File: src/rtl/pkt_rd_pkg.sv
// Shared state encoding and sizing helpers for the packet burst reader.
package pkt_rd_pkg;

  typedef enum logic [2:0] {
    IDLE,
    ISSUE,
    WAIT_DATA,
    DONE,
    DONE_ABORT
  } rd_state_e;

  // Bytes carried by one data word; used to size localparams in the users.
  function automatic int unsigned bytes_per_word(input int unsigned data_w);
    return data_w / 8;
  endfunction

  // Words to request in the next burst: the tail of the packet or a full burst.
  function automatic int unsigned burst_words(input int unsigned remaining,
                                              input int unsigned max_burst);
    return (remaining < max_burst) ? remaining : max_burst;
  endfunction

endpackage

File: src/rtl/pkt_rd_beat_sink.sv
// Return-data stage: registers each accepted read beat toward the capture
// FIFO and counts down the beats still owed by the outstanding burst.
module pkt_rd_beat_sink #(
  parameter int DATA_W  = 32,
  parameter int BURST_W = 5
) (
  input  logic               clk,
  input  logic               reset,
  input  logic               en,
  input  logic               load,
  input  logic [BURST_W-1:0] load_cnt,
  input  logic               readdatavalid,
  input  logic [DATA_W-1:0]  readdata,
  output logic [DATA_W-1:0]  fifo_data,
  output logic               fifo_wr,
  output logic               last_beat
);

  localparam int STAGES = 1;

  logic [STAGES:0]    vld_pipe;
  logic [STAGES:1]    vld_q;
  logic [BURST_W-1:0] beats_left;

  // Stage 0 is the raw beat, qualified so data arriving outside a burst is dropped.
  always_comb begin
    vld_pipe = {vld_q, en & readdatavalid};
  end

  assign last_beat = vld_pipe[0] && (beats_left == BURST_W'(1));
  assign fifo_wr   = vld_pipe[STAGES];

  // Beat register plus per-burst countdown, reloaded when a command is accepted.
  always_ff @(posedge clk or negedge reset) begin
    if (!reset) begin
      vld_q      <= '0;
      fifo_data  <= '0;
      beats_left <= '0;
    end else begin
      vld_q <= vld_pipe[STAGES-1:0];
      if (vld_pipe[0]) fifo_data <= readdata;
      if (load) beats_left <= load_cnt;
      else if (vld_pipe[0] && (beats_left != '0)) beats_left <= beats_left - 1'b1;
    end
  end

endmodule

File: src/rtl/pkt_burst_reader.sv
// Packet read controller: walks [pkt_begin, pkt_end) in bursts of up to
// MAX_BURST words over Avalon-MM and streams every returned word to the FIFO.
module pkt_burst_reader
  import pkt_rd_pkg::*;
#(
  parameter int ADDR_W    = 32,
  parameter int DATA_W    = 32,
  parameter int MAX_BURST = 16,
  parameter int BURST_W   = 5,
  parameter int LEN_W     = 16
) (
  input  logic               clk,
  input  logic               reset,
  input  logic               start,
  input  logic               abort,
  input  logic [ADDR_W-1:0]  pkt_begin,
  input  logic [ADDR_W-1:0]  pkt_end,
  output logic               busy,
  output logic               done,
  output logic               err,
  input  logic               fifo_almost_full,
  output logic [DATA_W-1:0]  fifo_data,
  output logic               fifo_wr,
  output logic [ADDR_W-1:0]  address,
  output logic               read,
  output logic [BURST_W-1:0] burstcount,
  input  logic               waitrequest,
  input  logic [DATA_W-1:0]  readdata,
  input  logic               readdatavalid
);

  localparam int BYTES = bytes_per_word(DATA_W);
  localparam int OFS_W = $clog2(BYTES);

  rd_state_e         state_q, state_d;
  logic [ADDR_W-1:0] cur_addr_q;
  logic [LEN_W-1:0]  remaining_q;
  logic              abort_pend_q;
  logic              cmd_hold_q;
  logic              err_q;
  logic [LEN_W-1:0]  len_words;
  logic              range_bad;
  logic              cmd_acc;
  logic              last_beat;
  logic              sink_en;

  // Request decode: word length rounded up, and validity of the sampled range.
  always_comb begin
    len_words = LEN_W'(({1'b0, pkt_end - pkt_begin} + (ADDR_W+1)'(BYTES - 1)) >> OFS_W);
    range_bad = ((pkt_begin & ADDR_W'(BYTES - 1)) != '0) || (pkt_end < pkt_begin);
  end

  // Command fields come straight from the walk registers, so they cannot
  // move while the fabric stalls the request.
  assign address    = cur_addr_q;
  assign burstcount = BURST_W'(burst_words(32'(remaining_q), MAX_BURST));
  assign cmd_acc    = read && !waitrequest;
  assign err        = err_q;
  assign sink_en    = (state_q == WAIT_DATA);

  // State register.
  always_ff @(posedge clk or negedge reset) begin
    if (!reset) state_q <= IDLE;
    else        state_q <= state_d;
  end

  // Next-state logic; a pending or coincident abort ends the walk at a burst edge.
  always_comb begin
    state_d = state_q;
    case (state_q)
      IDLE:
        if (start && !range_bad) state_d = (len_words == '0) ? DONE : ISSUE;
      ISSUE:
        if (abort)        state_d = DONE_ABORT;
        else if (cmd_acc) state_d = WAIT_DATA;
      WAIT_DATA:
        if (last_beat) begin
          if (remaining_q == '0)           state_d = DONE;
          else if (abort_pend_q || abort)  state_d = DONE_ABORT;
          else                             state_d = ISSUE;
        end
      DONE, DONE_ABORT:
        state_d = IDLE;
      default:
        state_d = IDLE;
    endcase
  end

  // Outputs; once a stalled command is on the bus it stays up despite back-pressure.
  always_comb begin
    read = 1'b0;
    busy = 1'b0;
    done = 1'b0;
    case (state_q)
      ISSUE: begin
        busy = 1'b1;
        read = !abort && (cmd_hold_q || !fifo_almost_full);
      end
      WAIT_DATA: busy = 1'b1;
      DONE:      done = 1'b1;
      default:   ;
    endcase
  end

  // Walk registers: address/word budget, stall hold, abort latch and error pulse.
  always_ff @(posedge clk or negedge reset) begin
    if (!reset) begin
      cur_addr_q   <= '0;
      remaining_q  <= '0;
      abort_pend_q <= 1'b0;
      cmd_hold_q   <= 1'b0;
      err_q        <= 1'b0;
    end else begin
      err_q      <= (state_q == IDLE) && start && range_bad;
      cmd_hold_q <= read && waitrequest;
      if (state_q == IDLE) begin
        abort_pend_q <= 1'b0;
        if (start && !range_bad) begin
          cur_addr_q  <= pkt_begin;
          remaining_q <= len_words;
        end
      end else begin
        if (cmd_acc) begin
          cur_addr_q  <= cur_addr_q + (ADDR_W'(burstcount) << OFS_W);
          remaining_q <= remaining_q - LEN_W'(burstcount);
        end
        if ((state_q == WAIT_DATA) && abort) abort_pend_q <= 1'b1;
      end
    end
  end

  pkt_rd_beat_sink #(
    .DATA_W  (DATA_W),
    .BURST_W (BURST_W)
  ) u_sink (
    .clk           (clk),
    .reset         (reset),
    .en            (sink_en),
    .load          (cmd_acc),
    .load_cnt      (burstcount),
    .readdatavalid (readdatavalid),
    .readdata      (readdata),
    .fifo_data     (fifo_data),
    .fifo_wr       (fifo_wr),
    .last_beat     (last_beat)
  );

endmodule

File: config.mk
export PLATFORM = sky130hd
export DESIGN_NAME = pkt_burst_reader
export DESIGN_NICKNAME = d
export VERILOG_FILES = /design/src/rtl/pkt_rd_pkg.sv /design/src/rtl/pkt_rd_beat_sink.sv /design/src/rtl/pkt_burst_reader.sv
export SDC_FILE = /design/constraint.sdc
export NUM_CORES = 1
export LEC_CHECK = 0
export ABC_AREA = 0
export ABC_CLOCK_PERIOD_IN_PS = 6300
export CAP_MARGIN = 10
export CORE_MARGIN = 3
export CORE_UTILIZATION = 47
export CTS_CLUSTER_DIAMETER = 50
export CTS_CLUSTER_SIZE = 20
export DETAILED_ROUTE_END_ITERATION = 8
export PLACE_DENSITY_LB_ADDON = 0.12
export SLEW_MARGIN = 10
export SYNTH_ARGS = -nofsm -noshare
export SYNTH_HDL_FRONTEND = slang
export SYNTH_HIERARCHICAL = 1
export SYNTH_SLANG_ARGS = --single-unit
File: constraint.sdc
create_clock -name clk -period 6.3 [get_ports clk]
set_input_delay 1.26 -clock clk [delete_from_list [all_inputs] [get_ports clk]]
set_output_delay 1.26 -clock clk [all_outputs]
set_load 0.01 [all_outputs]
Word level (Yosys, flattened, before mapping)
Index checks and enable logic that the tools add are counted.
{"block": "op_classes", "add_sub_neg": 5, "order_cmp": 2, "mux": 22, "n_bitwise": 1, "n_reduce_logical": 27, "n_eq_ne": 7}
{"operator": "$mux W32", "n": 3}
{"operator": "$mux W16", "n": 3}
{"operator": "$add A32 B7 Y32", "n": 1}
{"operator": "$logic_not A16 Y1", "n": 2}
{"operator": "$lt A32 B32 Y1", "n": 1}
{"operator": "$reduce_bool A32 Y1", "n": 1}
{"operator": "$add A18 B2 Y18 const B", "n": 1}
{"operator": "$mux W3", "n": 6}
{"operator": "$sub A18 B18 Y18", "n": 1}
{"operator": "$lt A16 B5 Y1 const B", "n": 1}
{"operator": "$sub A16 B5 Y16", "n": 1}
{"operator": "$mux W5", "n": 3}
{"operator": "$logic_and A1 B1 Y1", "n": 9}
{"operator": "$pmux W3 S3", "n": 1}
{"operator": "$eq A3 B2 Y1 const B", "n": 2}
{"operator": "$reduce_bool A2 Y1", "n": 3}
{"operator": "$eq A5 B1 Y1 const B", "n": 1}
{"operator": "$mux W1", "n": 5}
{"operator": "$reduce_bool A5 Y1", "n": 1}
{"operator": "$sub A5 B1 Y5 const B", "n": 1}
{"operator": "$logic_not A1 Y1", "n": 4}
{"operator": "$ne A2 B2 Y1 const B", "n": 2}
{"operator": "$eq A3 B1 Y1 const B", "n": 1}
{"operator": "$logic_not A3 Y1", "n": 1}
{"operator": "7 further kinds", "n": 9}
{"block": "totals", "in_bits": 103, "out_inout_bits": 74, "register_bits": 92, "elab_cells": 73}

Longest topological paths before layout
Gate-level depths: netlist (run 1).
{"block": "depth", "ltp_word": 8, "depth_mapped": 15, "depth_no_buf": 13}

Modules after synthesis
The synthesis (run 1) kept the hierarchy.
{"module": "pkt_burst_reader", "cells_per_inst": 660, "area_each_um2": 5243.8, "seq_area_each_um2": 1351.3, "n_inst": 1}
{"module": "pkt_rd_beat_sink", "cells_per_inst": 104, "area_each_um2": 1517.7, "seq_area_each_um2": 950.9, "n_inst": 1}

Worst setup path before layout (run 1)
No wires, ideal clock.
{"block": "synth_path", "kind": "input port to flip-flop", "from": "in pkt_begin[6]", "to": "reg state_q[1]", "n_path_buf": 0, "arrival_time_ns": 3.655, "path_stages": 11, "setup_time_ns": 0.065, "path_slack_ns": 2.580, "path_cell_list": "inv_1 > ha_1 > fa_1 > o21ai_0 > a2111oi_0 > o31ai_1 > and3_1 > nor4_1 > nand4_1 > nor4_1 > o221a_2"}
{"block": "synth_via", "elab_chain_cells": 6}
{"element": "from (decl)", "line": "pkt_burst_reader.sv:16", "rtl": "input logic [ADDR_W-1:0] pkt_begin,"}
{"element": "$sub A18 B18 Y18 or $lt A32 B32 Y1 (tied branches)", "line": "pkt_burst_reader.sv:49, pkt_burst_reader.sv:50"}
{"element": "$add A18 B2 Y18 or $logic_or A1 B1 Y1 (tied branches)", "line": "pkt_burst_reader.sv:49, pkt_burst_reader.sv:50"}
{"element": "$logic_not A16 Y1 or $logic_not A1 Y1 (tied branches)", "line": "pkt_burst_reader.sv:72", "rtl": "if (start && !range_bad) state_d = (len_words == '0) ? DONE : ISSUE;"}
{"element": "$mux W2 or $logic_and A1 B1 Y1 (tied branches)", "line": "pkt_burst_reader.sv:72"}
{"element": "$mux W3 or $ne A2 B2 Y1 (tied branches)"}
{"element": "$pmux W3 S3 or $reduce_and A3 Y1 (tied branches)"}
{"element": "to (signal assigned)", "line": "pkt_burst_reader.sv:64", "rtl": "else state_q <= state_d;"}
{"element": "to (decl)", "line": "pkt_burst_reader.sv:35", "rtl": "rd_state_e state_q, state_d;"}
Several ways; a longest one is shown, not always the timed one. The select of a mux whose other input is x is not followed.
A chain may end at the register's enable or synchronous reset.

Worst setup path in the final report (run 1)
{"block": "layout_path", "from": "in pkt_begin[8]", "to": "reg cur_addr_q[24] (netlist: address[24])"}
{"block": "layout_via", "elab_chain_cells": 6}
{"element": "$lt A32 B32 Y1", "line": "pkt_burst_reader.sv:50", "rtl": "range_bad = ((pkt_begin & ADDR_W'(BYTES - 1)) != '0) || (pkt_end < pkt_begin);"}
{"element": "$logic_or A1 B1 Y1", "line": "pkt_burst_reader.sv:50"}
{"element": "$logic_not A1 Y1", "line": "pkt_burst_reader.sv:118", "rtl": "if (start && !range_bad) begin"}
{"element": "$logic_and A1 B1 Y1", "line": "pkt_burst_reader.sv:118"}
{"element": "$ne A2 B2 Y1 (no line)"}
{"element": "$reduce_and A2 Y1 (no line)"}
{"element": "to (signal assigned)", "line": "pkt_burst_reader.sv:119", "rtl": "cur_addr_q <= pkt_begin;"}
{"element": "to (signal assigned)", "line": "pkt_burst_reader.sv:124", "rtl": "cur_addr_q <= cur_addr_q + (ADDR_W'(burstcount) << OFS_W);"}
{"element": "to (decl)", "line": "pkt_burst_reader.sv:36", "rtl": "logic [ADDR_W-1:0] cur_addr_q;"}
Every way passes these cells.

==> results of run 1 <==
-- per-stage QoR --
stage                     hold slack (ns)  total power [mW]
final                               0.501              2.58
after global routing                0.519              2.76
after CTS                           0.504              2.59
after detailed placement            0.488              2.04
after global placement              0.481              2.00
after floorplan                     0.465              1.52
-- sequential cells by signal (all words and copies together), names as in the netlist --
register           flops
u_sink/fifo_wr         1
abort_pend_q           1
state_q                3
address               32
u_sink/fifo_data      32
u_sink/beats_left      5
err                    1
cmd_hold_q             1
remaining_q           16
-- cells in the final DEF, fill, tap and decap left out, types with 6 or more instances in the layout --
master	Yosys	routed
sky130_fd_sc_hd__nand2b_1	6	6
sky130_fd_sc_hd__o22ai_1	11	11
sky130_fd_sc_hd__mux2_2	35	35
sky130_fd_sc_hd__o31ai_1	8	7
sky130_fd_sc_hd__nor4_1	9	9
sky130_fd_sc_hd__inv_1	60	60
sky130_fd_sc_hd__clkbuf_16	0	9
sky130_fd_sc_hd__o21a_1	6	6
sky130_fd_sc_hd__ha_1	55	55
sky130_fd_sc_hd__fa_1	9	9
sky130_fd_sc_hd__clkdlybuf4s50_1	0	175
sky130_fd_sc_hd__and3_1	12	12
sky130_fd_sc_hd__nand3_1	15	15
sky130_fd_sc_hd__nand2_1	50	50
sky130_fd_sc_hd__buf_4	0	10
sky130_fd_sc_hd__dfrtp_1	92	92
sky130_fd_sc_hd__o21ai_0	57	57
sky130_fd_sc_hd__nand4_1	11	11
sky130_fd_sc_hd__a31oi_1	11	11
sky130_fd_sc_hd__a21oi_1	75	75
sky130_fd_sc_hd__xor2_1	9	9
sky130_fd_sc_hd__nor3_1	17	16
sky130_fd_sc_hd__nor2_1	51	51
sky130_fd_sc_hd__and2_1	13	13
sky130_fd_sc_hd__a21o_1	14	14
sky130_fd_sc_hd__or3_1	6	6
-- routing by layer --
metal / wire [um] / global-route usage
met5: 0 / 0
met4: 308 / 0.0681
met3: 1300 / 0.0373
met2: 8990 / 0.389
met1: 8320 / 0.319
-- power by group --
part           switching [mW]  total, mW  internal (mW)
logic                   0.524       1.07          0.551
registers               0.190      0.964          0.774
clock network           0.233      0.542          0.309
total                   0.947       2.58           1.63
-- cell families after synthesis --
family / after synthesis / share of synthesized area
flip-flops: 92 / 0.340
AND/OR/NAND/NOR: 223 / 0.176
adder cells (fa/ha/maj): 64 / 0.128
other: 1 / 0.000555
multiplexers: 38 / 0.0627
buffers and inverters: 95 / 0.0553
XOR/XNOR: 14 / 0.0181
AO/OA/AOI/OAI: 237 / 0.219
-- final timing paths --
check / start / to / cells after the start
max: pkt_begin[8] / address[24] / 13
min: address[1] / address[1] / 1
max reg2reg: remaining_q[12] / address[23] / 12
min reg2reg: address[1] / address[1] / 1
max in group asynchronous: reset / u_sink/fifo_data[17] / 2
min in group asynchronous: reset / u_sink/fifo_data[12] / 1
-- layout make-up --
type                            count  share of cell area
Clock buffer                       11              0.0259
Clock inverter                      5             0.00682
Inverter                           62              0.0260
Multi-Input combinational cell    577               0.457
Sequential cell                    92               0.256
Tap cell                          180              0.0251
Timing Repair Buffer              185               0.203
==> metrics list, run 1 <==
* Result of the run: finished clean
- Total negative slack for setup checks: 0 ns
- The analysis attributes to cell leakage a power of about 4 nW.
* Standard cell area after detailed placement: 8690 um^2
- Buffers added to address setup during post-CTS repair amount to 0.
- The initial utilization of the core area, before any placement, comes to 0.483.
* Fraction of post-synthesis cell area in the top cell type by area: 0.340
- Ordered list of cells on the worst path: clkdlybuf4s50_1 -> inv_1 -> ha_1 -> fa_1 -> inv_1 -> nor4_1 -> o31ai_1 -> o211ai_1 -> a311oi_2 -> o31a_1 -> buf_4 -> a21oi_1 -> o2bb2a_1
- During I/O placement, the number of pins put on the boundary was 177.
* Initial antenna violation count: 0
- Slew @ Worst Pin: 0.963 ns
- Share of layout cells above drive strength 1: 0.0826
- Among all stages on the critical path, the largest delay is contributed by sky130_fd_sc_hd__o31a_1.
* Fill cells: 1163
- The sequential cells in the finished layout cover a total of 2300 um^2.
- CTS clk-pin slew, worst paths: 0.07 ns
- Root buffer cell: sky130_fd_sc_hd__clkbuf_16
- Antenna Violating Nets Remaining: 0
- The final hold violation count is 0.
- Post-route standard cell area excluding fillers: about 9000 um^2
- Rel. slew slack: 0.352
* Critical path's top delay family: compound AO/OA/AOI/OAI gates
- The first global-routing pass estimated 31.0 mm of wire.
* Leading register cell type out of synthesis: sky130_fd_sc_hd__dfrtp_1
- Overflow left after global routing: 0
- The worst path in the final design needs a cycle of 4.53 ns, including I/O delays and setup.
- After synthesis the netlist holds a flip-flop and latch count of 92.
- After detailed routing, the total wire length is roughly 19 mm.
* Proportion of register bits with asynchronous set or reset after synthesis: 1.00
- Arr. time, crit path: 4.75 ns
- When the netlist entered floorplanning its net count stood at 931.
* Worst-case clock buffer depth: 2
- After detailed routing, the number of remaining DRC violations is 0.
- Across the run, the number of max-cap violations was 0.
* IO buf count: between 150 and 200
- The number of global-route vias before repair came to 6246.
* Clock buffers created by TritonCTS: 9
- The pre-antenna-repair detailed-routing pass consisted of 5 iterations.
* Post-layout util: 0.642
- All-layer global routing usage: 0.235
- WS Path Type: input port to register
- Once the clock tree was built, the resizer swapped 0 gates to a different size.
* Worst Clk Skew: 0.0149 ns
- Layout Area Growth over Synthesis: 32.9%
* Hold Buf Count CTS: 0
* Top post-synthesis cells by area: sky130_fd_sc_hd__dfrtp_1 34%, sky130_fd_sc_hd__ha_1 10%, sky130_fd_sc_hd__mux2_2 5.8%, sky130_fd_sc_hd__a21oi_1 5.6%, sky130_fd_sc_hd__o21ai_0 4.2%
- Final net count: 1094
* Synth cell count leaders: 92 x sky130_fd_sc_hd__dfrtp_1, 75 x sky130_fd_sc_hd__a21oi_1, 60 x sky130_fd_sc_hd__inv_1
* CTS tree: yes
- Of the available clock period, the critical path in the final layout requires 0.720.
- Largest net degree at the start of global routing: between 50 and 60
- Placeable core area: 14000 um^2
- Largest voltage drop on the vdd net: 154 uV
- Worst Path Max Fanout: 19
* Combined area of the multi-input logic cells: 4100 um^2
- Routability congestion estimate from global placement: 0.935
* Data required time at the worst endpoint: 6.52 ns
* Worst-skew pair later-pin latency: 0.34 ns
- Post-synthesis cell area: just under 7000 um^2
- Number of distinct library cells after synthesis: 75
- Setup repair after global routing missed its margin: no
* Mean instance size in the synthesized netlist: 8.85 um^2
* Sort of element at the end of the critical path: register
- Slack of the worst reg-to-reg path: 2.31 ns
* Per-cell routed wire length: 17.0 um
- For this block, the via count after detailed routing is between 6000 and 7000.
- Iteration-0 DRC count of the detailed router: 332
- Number of setup violations in the final report: 0
* Avg Vias per Cell: 5.77
* Floorplan die width: 126 um
* Die Y: roughly 130 um
* Class of the tightest hold or removal check: register to register
- In this design, the stage delay of the slowest critical-path cell is 0.70 ns.
- The critical path contains buffers and inverters numbering 4 combined.
- Placed Cells: around 1100
* Critical path launch point type: input port
- Highest clock rate: 221 MHz
* Largest area contributor in the netlist: sky130_fd_sc_hd__dfrtp_1
* Pwr Density: 287 nW/um^2
- Number of cells in the finished layout apart from fillers: 1112
* Max Transition Viols Final: 0
- In this run the core area contains 43 standard-cell rows.
* Number of enable-type register cells in the synthesized netlist: 0
* Setup WS post-layout: roughly 1.8 ns
- Count of yosys warnings during synthesis: 6
- At the placement stage, the worst setup path has a slack of 1.44 ns.
* Diodes inserted: 0
- The share of the Yosys chip area taken by registers is 0.340.
- The clock tree synthesis step divided the H-tree into 3 levels.
- The cell count after synthesis came out at 764.
- The most common cell in the synthesized netlist is sky130_fd_sc_hd__dfrtp_1.
- Total number of clock tree sinks: 92
* Total half-perimeter wirelength after legalization and detailed placement: 14.8 mm
* Most frequent CP cell: sky130_fd_sc_hd__inv_1
- The floorplan step defined a die boundary enclosing 15900 um^2.
(Power assumes the default switching activity.)
==> run 2: changes to the inputs <==
--- a/config.mk
+++ b/config.mk
@@ -6,10 +6,10 @@
 export NUM_CORES = 1
 export LEC_CHECK = 0
 export ABC_AREA = 0
-export ABC_CLOCK_PERIOD_IN_PS = 6300
+export ABC_CLOCK_PERIOD_IN_PS = 4100
 export CAP_MARGIN = 10
 export CORE_MARGIN = 3
-export CORE_UTILIZATION = 47
+export CORE_UTILIZATION = 45
 export CTS_CLUSTER_DIAMETER = 50
 export CTS_CLUSTER_SIZE = 20
 export DETAILED_ROUTE_END_ITERATION = 8
==> constraint.sdc (replaced) <==
create_clock -name clk -period 4.1 [get_ports clk]
set_input_delay 0.82 -clock clk [delete_from_list [all_inputs] [get_ports clk]]
set_output_delay 0.82 -clock clk [all_outputs]
set_load 0.01 [all_outputs]
==> run 2 against run 1 <==
  * Sequential share of layout area is 0.67 points lower
  * Sequential power is 55% higher
  * Hold slack worse by 0.10 ns
  * Setup slack worse by 1.4 ns
  * Via count is 1.2% higher
  * Largest cell class unchanged
  * Cell count is 2.5% higher
  * Wire length is 2.6% higher
  * Total power is 59% higher
==> metrics list, run 2 (same netlist as run 1, synthesis figures left out) <==
- The post-placement setup slack was -0.00179 ns (was 1.44 ns).
* Worst Clk Skew: 0.00777 ns (was 0.0149 ns)
* Setup WS post-layout: 0.325 ns (was 1.77 ns)
- The starting density of the core came to 0.462 (was 0.483).
* All-layer global routing usage: 0.233 (was 0.235)
- The post-CTS setup-driven buffer insertion count was 0 (unchanged).
- The number of levels the H-tree was split into came to 3 (unchanged).
- Total number of vias: 6497 (was 6419)
- The number of antenna violations at the first check in global routing is 0 (unchanged).
- Total number of clock tree sinks: 92 (unchanged)
* Placement row count: 44 (was 43)
- Floorplan die width: 129 um (was 126 um)
- CTS tree: yes (unchanged)
* Final worst path period need: 3.77 ns
- The placer's final routability congestion estimate was 0.892 (was 0.935).
- Root buffer cell: sky130_fd_sc_hd__clkbuf_16 (unchanged)
* Die area: 16500 um^2 (was 15900 um^2)
* Max Transition Viols Final: 0 (unchanged)
* Worst hold slack: 0.400 ns (was 0.501 ns)
* Per-cell routed wire length: 17.0 um (about the same)
- Iteration-0 DRC count of the detailed router: 404 (was 332)
* Rel. slew slack: 0.272 (was 0.352)
- Setup repair after global routing missed its margin: no (unchanged).
* Total negative slack for setup checks: 0 ns (unchanged)
- The clock latency of the later-clocked register in the worst-skew pair is 0.35 ns (was 0.34 ns).
- Critical path launch point type: input port (unchanged)
* Detailed-route DRC error count: 0 (unchanged)
* Avg Vias per Cell: 5.70 (was 5.77)
- LEAKAGE: 4.14 nW (was 3.99 nW)
- Worst-case clock buffer depth: 2 (unchanged)
- Pwr Density: 446 nW/um^2 (was 287 nW/um^2)
* Share of layout cells above drive strength 1: 0.110 (was 0.0826)
- The number of detailed-route iterations in the first pass was 5 (unchanged).
* Number of global-route vias before repair: 6506 (was 6246)
* Largest voltage drop on the vdd net: 246 uV (was 154 uV)
- Placed Cells: 1124 (was 1096)
- Highest clock rate: around 260 MHz
- Placeable core area: 14600 um^2 (was 14000 um^2)
* Data required time at the worst endpoint: 4.39 ns (was 6.52 ns)
* Sort of element at the end of the critical path: register (unchanged)
- The overall overflow remaining after global route came to 0 (unchanged).
* Total I/O pin count: 177 (unchanged)
- The final hold violation count was 0 (unchanged).
- The path type of the worst min-delay path is input port to async pin (was register to register).
* Commonest cells after routing, fill and taps aside: 175 x sky130_fd_sc_hd__clkdlybuf4s50_1, 92 x sky130_fd_sc_hd__dfrtp_1, 75 x sky130_fd_sc_hd__a21oi_1 (unchanged)
* WS Path Type: input port to register (unchanged)
- Number of cells in the finished layout apart from fillers: 1140 (was 1112)
* Number of setup violations in the final report: 0 (unchanged)
* Layout Area Growth over Synthesis: 36.5% (was 32.9%)
- The transition at the pin with the smallest max-transition slack came to 1.08 ns (was 0.963 ns).
- The highest fanout seen on the critical path is 4 (was 19).
* IO buf count: 176 (unchanged)
- The net total in the final layout was 1118 (was 1094).
* Result of the run: finished clean (unchanged)
* Diodes inserted: 0 (unchanged)
- The clock slew seen by the registers of the worst setup and hold paths came to 0.07 ns (about the same).
* Largest net degree at the start of global routing: 39 (was 59)
- Die Y: 129 um (was 126 um)
- The CTS buffer count came to 9 (unchanged).
- Most common cell after layout, fill and taps aside: sky130_fd_sc_hd__clkdlybuf4s50_1 (unchanged)
- The wire length of the first global-routing pass was 31.4 mm (was 31.0 mm).
* Total half-perimeter wirelength after legalization and detailed placement: 15.3 mm (was 14.8 mm)
- The antenna violation net count after detailed routing is 0 (unchanged).
- Post-route clock period utilization: 0.921
- Total Wirelength: 19.4 mm (was 18.9 mm)
- Slack of the worst reg-to-reg path: 0.42 ns (was 2.31 ns)
- The number of max-cap violations came to 0 (unchanged).
* Arr. time, crit path: 4.07 ns (was 4.75 ns)
run 2: routing by layer:
metal  part of all wire  vias to the layer above  wire, um  GRT usage
li1                   -                     3155         -          -
met1               0.44                     3075      8610      0.303
met2               0.48                      244      9280      0.397
met3              0.060                       23      1160     0.0357
met4              0.019                        0       361     0.0803
met5                  0                        -         0          0
run 2: what timing repair did:
item                       4_1_cts  5_1_grt
setup endpoints to repair        0        3
gates resized for setup          0        2
hold buffers                     0        0
run 2: path summary, 6_finish.rpt:
path	cells after the start	from	to
min	1	reset	u_sink/fifo_data[11]
max reg2reg	12	remaining_q[12]	address[30]
max	12	pkt_begin[6]	state_q[1]
min in group clk	1	address[1]	address[1]
max in group asynchronous	2	reset	address[7]
min reg2reg	1	address[1]	address[1]
run 2: where the power goes:
part	internal (mW)	switching [mW]
Clock	0.555	0.368
Combinational	0.886	0.818
Sequential	1.19	0.298
run 2: worst max-delay path, stage by stage:
cell and delay, ns:
sky130_fd_sc_hd__clkdlybuf4s50_1 0.50, sky130_fd_sc_hd__inv_1 0.05, sky130_fd_sc_hd__ha_1 0.22, sky130_fd_sc_hd__fa_1 0.50
sky130_fd_sc_hd__o21ai_0 0.16, sky130_fd_sc_hd__a2111oi_0 0.51, sky130_fd_sc_hd__o31ai_1 0.24, sky130_fd_sc_hd__and3_1 0.23
sky130_fd_sc_hd__nor4_1 0.27, sky130_fd_sc_hd__nand4_1 0.12, sky130_fd_sc_hd__nor4_1 0.21, sky130_fd_sc_hd__o221a_2 0.22
run 2: area by class of cell:
type	instances	area, um^2
fillers	1196	5420
multi-input cells	577	4120
flip-flops and latches	92	2300
repair buffers	209	2020
clock buffers	11	243
inverters	62	234
well taps	184	230
clock inverters	5	82.6
run 2: metrics by stage:
step	util	cell area [um^2]	power [mW]
global placement	0.607	8890	3.13
detailed placement	0.607	8890	3.19
finish	0.630	9230	4.11
CTS	0.629	9220	4.13
global route	0.630	9230	4.39
floorplan	-	6760	2.34
